**src/rtl/hci_core_protocol_checker_pkg.sv**
```systemverilog
// Shared definitions for the HCI core-side protocol checker.
//   NUM_RULES       : number of per-channel rules checked
//   HCI_RULE_*      : bit index of each rule inside a rule vector
//   hci_rule_vec_t  : one bit per rule
//   clog2_min1()    : $clog2 clamped to at least one bit, for index widths
package hci_package;

  localparam int NUM_RULES = 7;

  localparam int HCI_RULE_RQ3      = 0;
  localparam int HCI_RULE_RQ4      = 1;
  localparam int HCI_RULE_RSP3     = 2;
  localparam int HCI_RULE_RSP5     = 3;
  localparam int HCI_RULE_ORPHAN   = 4;
  localparam int HCI_RULE_OVERFLOW = 5;
  localparam int HCI_RULE_TIMEOUT  = 6;

  typedef logic [NUM_RULES-1:0] hci_rule_vec_t;

  function automatic int clog2_min1(input int v);
    return (v > 1) ? $clog2(v) : 1;
  endfunction

endpackage

```
**src/rtl/hci_core_protocol_checker_ch.sv**
```systemverilog
// Per-channel monitor: keeps previous-cycle samples of the handshakes and
// payloads, the outstanding-transaction counter and the response timeout
// counter, and evaluates every rule for the current cycle.
//   clk_i, rst_i          : clock, synchronous active-high reset
//   req_i/gnt_i           : request handshake
//   r_valid_i/r_ready_i   : response handshake
//   rq_payload_i          : packed request payload
//   rsp_payload_i         : packed response payload
//   viol_o                : raw (unmasked) violations seen this cycle
//   outstanding_o         : registered outstanding count
module hci_core_protocol_checker_ch
  import hci_package::*;
#(
  parameter int RQ_W            = 64,
  parameter int RSP_W           = 48,
  parameter int MAX_OUTSTANDING = 8,
  parameter int TIMEOUT_CYCLES  = 256,
  parameter int OUT_W           = 4
) (
  input  logic                 clk_i,
  input  logic                 rst_i,
  input  logic                 req_i,
  input  logic                 gnt_i,
  input  logic                 r_valid_i,
  input  logic                 r_ready_i,
  input  logic [RQ_W-1:0]      rq_payload_i,
  input  logic [RSP_W-1:0]     rsp_payload_i,
  output logic [NUM_RULES-1:0] viol_o,
  output logic [OUT_W-1:0]     outstanding_o
);

  localparam int TO_W = clog2_min1(TIMEOUT_CYCLES + 1);
  localparam logic [OUT_W-1:0] OUT_MAX = OUT_W'(MAX_OUTSTANDING);
  localparam logic [TO_W-1:0]  TO_MAX  = TO_W'(TIMEOUT_CYCLES);

  logic              req_q, gnt_q, rv_q, rr_q;
  logic [RQ_W-1:0]   rq_q;
  logic [RSP_W-1:0]  rsp_q;
  logic [OUT_W-1:0]  out_q, out_d;
  logic [TO_W-1:0]   to_q, to_d;
  hci_rule_vec_t     viol;
  logic              rq_hs, rsp_hs, out_zero, out_full, dec;

  always_comb begin
    rq_hs    = req_i & gnt_i;
    rsp_hs   = r_valid_i & r_ready_i;
    out_zero = (out_q == '0);
    out_full = (out_q == OUT_MAX);
    // A response with nothing outstanding is an orphan and must not
    // underflow the counter.
    dec      = rsp_hs & ~out_zero;

    viol                    = '0;
    viol[HCI_RULE_RQ3]      = req_q & ~gnt_q & (rq_payload_i != rq_q);
    viol[HCI_RULE_RQ4]      = req_q & ~gnt_q & ~req_i;
    viol[HCI_RULE_RSP3]     = rv_q & ~rr_q & (rsp_payload_i != rsp_q);
    viol[HCI_RULE_RSP5]     = rv_q & ~rr_q & ~r_valid_i;
    viol[HCI_RULE_ORPHAN]   = rsp_hs & out_zero;
    viol[HCI_RULE_OVERFLOW] = rq_hs & out_full & ~rsp_hs;

    out_d = out_q;
    if (rq_hs && !dec && !out_full) begin
      out_d = out_q + 1'b1;
    end else if (dec && !rq_hs) begin
      out_d = out_q - 1'b1;
    end

    // The timer runs only while something is outstanding and no response
    // retires this cycle; it parks at the limit so the rule fires on the
    // single cycle where the limit is first reached.
    to_d = '0;
    if (TIMEOUT_CYCLES != 0 && !rsp_hs && !out_zero) begin
      to_d = (to_q == TO_MAX) ? to_q : to_q + 1'b1;
    end
    viol[HCI_RULE_TIMEOUT] = (TIMEOUT_CYCLES != 0) && (to_d == TO_MAX) && (to_q != TO_MAX);
  end

  always_ff @(posedge clk_i) begin
    if (rst_i) begin
      req_q <= 1'b0;
      gnt_q <= 1'b0;
      rv_q  <= 1'b0;
      rr_q  <= 1'b0;
      rq_q  <= '0;
      rsp_q <= '0;
      out_q <= '0;
      to_q  <= '0;
    end else begin
      req_q <= req_i;
      gnt_q <= gnt_i;
      rv_q  <= r_valid_i;
      rr_q  <= r_ready_i;
      rq_q  <= rq_payload_i;
      rsp_q <= rsp_payload_i;
      out_q <= out_d;
      to_q  <= to_d;
    end
  end

  assign viol_o        = viol;
  assign outstanding_o = out_q;

endmodule

```
**config.mk**
```make
export PLATFORM = sky130hd
export DESIGN_NAME = hci_core_protocol_checker_ch
export DESIGN_NICKNAME = d
export VERILOG_FILES = /design/src/rtl/hci_core_protocol_checker_pkg.sv /design/src/rtl/hci_core_protocol_checker_ch.sv
export SDC_FILE = /design/constraint.sdc
export NUM_CORES = 1
export LEC_CHECK = 0
export BUFFER_PORTS_ARGS = -buffer_cell sky130_fd_sc_hd__buf_2
export CAP_MARGIN = 40
export CORE_MARGIN = 5
export CORE_UTILIZATION = 30
export DETAILED_ROUTE_END_ITERATION = 6
export PLACE_DENSITY = 0.49
export SLEW_MARGIN = 20
export SYNTH_ARGS = -nofsm -noshare
export SYNTH_HDL_FRONTEND = slang
export SYNTH_SLANG_ARGS = --single-unit
```
**constraint.sdc**
```tcl
create_clock -name clk_i -period 4.8 [get_ports clk_i]
set_input_delay 0.24 -clock clk_i [delete_from_list [all_inputs] [get_ports clk_i]]
set_output_delay 0.24 -clock clk_i [all_outputs]
set_load 0.02 [all_outputs]
```
-- Yosys cells after proc, flatten, opt, wreduce, memory -nomap -nowiden
Cells that the tools add are included.
- add/sub/neg operators: 3
- multiply operators: 0
- divide/modulo/power cells: 0
- order comparisons: 0
- equality and inequality tests: 6
- shift operators: 0
- mux-type cells: 4
- bitwise gates (word level): 18
- reductions and logical operators: 12
- operator list (kind ; number):
    64-bit inequality test ; 1
    48-bit inequality test ; 1
    9-bit == test (second input constant) ; 2
    9-bit two-way mux ; 2
    1-bit bitwise AND ; 12
    9-bit by 1-bit adder with 9-bit output (second input constant) ; 1
    9-bit inequality test (second input constant) ; 1
    4-bit two-way mux ; 2
    1-bit NOT ; 6
    1-bit logical AND ; 5
    1-bit zero test ; 5
    4-bit by 1-bit adder with 4-bit output (second input constant) ; 1
    4-bit == test (second input constant) ; 1
    4-bit zero test ; 1
    4-bit by 1-bit subtractor with 4-bit output (second input constant) ; 1
    2-bit nonzero test ; 1
- bits in registers: 129
- latch bits: 0
- RAM bits: 0
- bits in read-only memories: 0
- bits of input ports: 118
- output and inout bits: 11
- word-level logic and storage cells: 51
- memories: 0

-- Longest topological paths before layout
- depth after elaboration: 7
- mapped depth: 8
- depth with buffers taken out: 8

-- Worst setup path before layout
No wires, ideal clock.
- path kind: reg-to-reg
- start: register out_q[0] (netlist: outstanding_o[0])
- end: register out_q[3] (netlist: outstanding_o[3])
- setup time: 132 ps
- arrival time: 2207 ps
- required time: 4668 ps
- setup slack: 2461 ps
- cell stages (with the launch flop): 9
- buffers on the path: 0
- period minus slack after synthesis: 2339 ps
- cells stage by stage: dfxtp_1 > or4b_1 > o2111ai_2 > ha_1 > a21o_2 > a21oi_1 > or3b_2 > a31oi_1 > a21oi_1
- longest elaborated chain between the ends: 7
- elaborated cells on any way between the ends: 14
- classes of those cells: 2 x add/sub; 1 x eq/ne; 2 x mux; 2 x bitwise; 7 x reduce/logical
- ends and longest elaborated chain (item ; RTL line ; source):
    start, declared ; hci_core_protocol_checker_ch.sv:39 ; logic [OUT_W-1:0] out_q, out_d;
    start signal, assigned ; hci_core_protocol_checker_ch.sv:95 ; out_q <= out_d;
    branches (longest 7 deep; another with 4-bit by 1-bit subtractor with 4-bit output) ; - ;
Several ways; the timed one is not identified. The select of a mux whose other input is x is not followed.
A chain may end at the register's enable or synchronous reset.

-- Final worst setup path
- start: register out_q[0] (netlist: outstanding_o[0])
- end: output viol_o[6]
- longest elaborated chain between the ends: 6
- ends and longest elaborated chain (item ; RTL line ; source):
    4-bit zero test ; hci_core_protocol_checker_ch.sv:47 ; out_zero = (out_q == '0);
    1-bit zero test ; hci_core_protocol_checker_ch.sv:72 ; if (TIMEOUT_CYCLES != 0 && !rsp_hs && !out_zero) begin
    1-bit logical AND ; hci_core_protocol_checker_ch.sv:72 ;
    9-bit two-way mux ; hci_core_protocol_checker_ch.sv:72 ;
    9-bit == test ; hci_core_protocol_checker_ch.sv:75 ; viol[HCI_RULE_TIMEOUT] = (TIMEOUT_CYCLES != 0) && (to_d == TO_MAX) && (to_q != TO_MAX);
    1-bit logical AND ; hci_core_protocol_checker_ch.sv:75 ;
    end, declared ; hci_core_protocol_checker_ch.sv:28 ; output logic [NUM_RULES-1:0] viol_o,
Every way passes these cells.

==> summary.md <==
| Metric | Value |
|---|---|
| Hold buffer count at CTS | 0 |
| EDFF count, synth | 0 |
| CTS tree | yes |
| Slew Viols, Final | 0 |
| Worst-Skew Late Latency | ~0.4 ns |
| Largest net degree at the start of global routing | between 60 and 70 |
| # clock sinks | between 100 and 150 |
| # fillers | about 1700 |
| Area share of the largest cell type after synthesis | about half |
| R2R Setup Slk | roughly 2.4 ns |
| Core area | ~17000 µm² |
| Row cnt | 47 |
| CTS Buffer Depth | 2 |
| Post-layout nets | ~750 |
| Worst slew pin tran | 0.674 ns |
| Power Dens Cells | 434 nW/µm² |
| Clk Tree Root Cell | clkbuf_16 |
| Sequential share of the synthesized area | around half |
| Max-Cap Viols | 0 |
| Fin. Hold Viols | 0 |
| CP endpoint kind | primary output |
| Grt ovf | 0 |
| Starting Density | 30.7% |
| Initial antenna violation count | 2 |
| Detailed Route Iter0 Violations | roughly 90 |
| RSZ-0062 raised after global routing | false |
| Port Buf Inserts | ~130 |
| GPL Wtd Cong | ~0.80 |
| First-pass GRT wire length | 18.1 mm |
| Worst hold path type | input pin to flip-flop |
| Post-route core utilization | between 30% and 40% |
| Final setup viols | 0 |
| Post-placement cell count | roughly 830 |
| CTS-repair resized insts | 0 |
| Final wirelength | about 11 mm |
| Post-synthesis cell area | 5130 µm² |
| Non-filler cells, final | 860 |
| Most frequent cell after synthesis | dfxtp_1 |
| Worst Path Arrival | ~2.2 ns |
| Design Area, Final | 6600 µm² |
| Slew headroom | between 50% and 60% |
| Critical Path Fanout Max | 8 |
| Post-synth top flop | dfxtp_1 |
| Crit Path Class | flip-flop to primary output |
| Pre-antenna DRT Iters | 4 |
| Layout cells sized above 1 | 26.0% |
| Crit path launch type | flip-flop |
| Worst vdd rail ir drop | 241 µV |
| Layout area overhead | 28.7% |
| DR WL/cell | between 10 and 15 µm |
| CTS buffer count | 17 |
| Smallest hold slack | ~0.065 ns |
| H-tree depth | 4 |
| Via/cell ratio | 4.25 |
| Post-synth top cells | dfxtp_1 (129), nor2b_1 (119), xor2_1 (69), xnor2_1 (53), nor4_1 (22) |
| Postcts setup bufs | 0 |
| Worst EP required | 4.56 ns |
| Fin Clk Skew | around 0.008 ns |
| Vias in the first global route | 3792 |
| Synth warnings | 0 |
| Cells after Synth | between 400 and 500 |
| Via count | between 3000 and 4000 |
| Wire length on met3 | 994 µm |
| TNS Setup | 0 ns |
| Area contributors post-synth | dfxtp_1 (50%), nor2b_1 (15%), xor2_1 (12%) |
| Min Tclk post-route | 2.48 ns |
| Metal-1 WL | around 5.0 mm |
| Antenna viol nets, final | 0 |
| Lkg Pwr | 2.78 nW |
| Final worst path period share | ~52% |
| Die Span Y | 141 µm |
| Dpl cell area | 6000 µm² |
| Post-Syn Nets | ~620 |
| WL met2 | a little over 5 mm |
| Final HPWL from detailed placement | approximately 8.6 mm |
| Yosys reg bits | ~130 |
| Total Routing Usage GR | 11.6% |
| CTS clk-pin slew, worst paths | about 0.060 ns |
| Avg Synthesized Cell Area | between 10 and 15 µm² |
| Top Metal Used | met5 |
| Achievable Freq | 403 MHz |
| Setup slack at placement | approximately 2.4 ns |
| Die Wd | roughly 140 µm |
| Final Total Pwr | 2.87 mW |
| Final worst slack | around 2.3 ns |
| Synth async-reset ratio | 0% |
| # DRC | 0 |
| Status | finished, final reports clean |
| Synth area leader | dfxtp_1 |
| Die ar. | approximately 20000 µm² |
| Yosys cell types | 31 |
| IO Count | roughly 130 |
sequential cells by signal (all words and copies together), names as in the netlist:
register,count
gnt_q,1
outstanding_o,4
req_q,1
rq_q,64
rr_q,1
rsp_q,48
rv_q,1
to_q,9
worst max-delay path, stage by stage (launching register included):
cell	delay [ns]
dfxtp_1	0.39
or4_2	0.75
nand2_1	0.17
nor2_1	0.07
nor4_2	0.24
buf_2	0.21
worst paths after layout:
path	from	endpoint	cells after the start
max	outstanding_o[0]	viol_o[6]	5
min	rsp_payload_i[16]	rsp_q[16]	2
max reg2reg	outstanding_o[0]	outstanding_o[3]	8
min reg2reg	to_q[1]	to_q[1]	2
power breakdown:
group	switching (mW)	total, mW	internal (mW)
clock	0.452	1.29	0.841
sequential	0.0480	1.19	1.14
combinational	0.195	0.384	0.188
layout make-up:
type	instances	area (µm²)	share of cell area, %
clock buffers	22	464	7.04
repair buffers	129	651	9.86
flip-flops and latches	129	2580	39.1
well taps	220	275	4.17
clock inverters	10	134	2.03
diodes	1	2.50	0.0379
inverters	3	11.3	0.171
multi-input cells	346	2480	37.5
placed cells by master, fill, tap and decap left out, types with 2 or more instances in the layout:
| master | synthesis | layout |
|---|---|---|
| a21oi_1 | 5 | 5 |
| a31oi_1 | 3 | 3 |
| buf_2 | 0 | 127 |
| buf_4 | 1 | 2 |
| bufinv_16 | 0 | 3 |
| clkbuf_1 | 13 | 3 |
| clkbuf_16 | 0 | 17 |
| clkbuf_8 | 0 | 2 |
| clkinv_2 | 0 | 4 |
| clkinvlp_4 | 0 | 2 |
| dfxtp_1 | 129 | 129 |
| ha_1 | 4 | 4 |
| inv_1 | 3 | 3 |
| mux2i_1 | 2 | 2 |
| nand2_1 | 8 | 8 |
| nand2b_1 | 2 | 2 |
| nand3_1 | 5 | 5 |
| nand4_1 | 18 | 18 |
| nor2_1 | 19 | 19 |
| nor2b_1 | 119 | 119 |
| nor3_1 | 4 | 4 |
| nor4_1 | 22 | 22 |
| xnor2_1 | 53 | 53 |
| xor2_1 | 69 | 69 |
per-layer routing:
layer / GRT usage, % / up-vias
met5: 0 / -
met4: 4.59 / 4
met3: 5.28 / 16
met2: 17.9 / 109
met1: 14.2 / 1651
li1: - / 1871
kinds of logic after synthesis:
kind of cell / count (synthesis) / synth area share [%]
DFF: 129 / 50.4
xor gates and xnor gates: 122 / 20.8
muxes: 2 / 0.390
buffers and inverters: 17 / 1.32
adders and majority gates: 5 / 1.37
AOI/OAI and AO/OA: 12 / 1.83
and+or+nand+nor: 205 / 23.9
(Power assumes the default switching activity.)
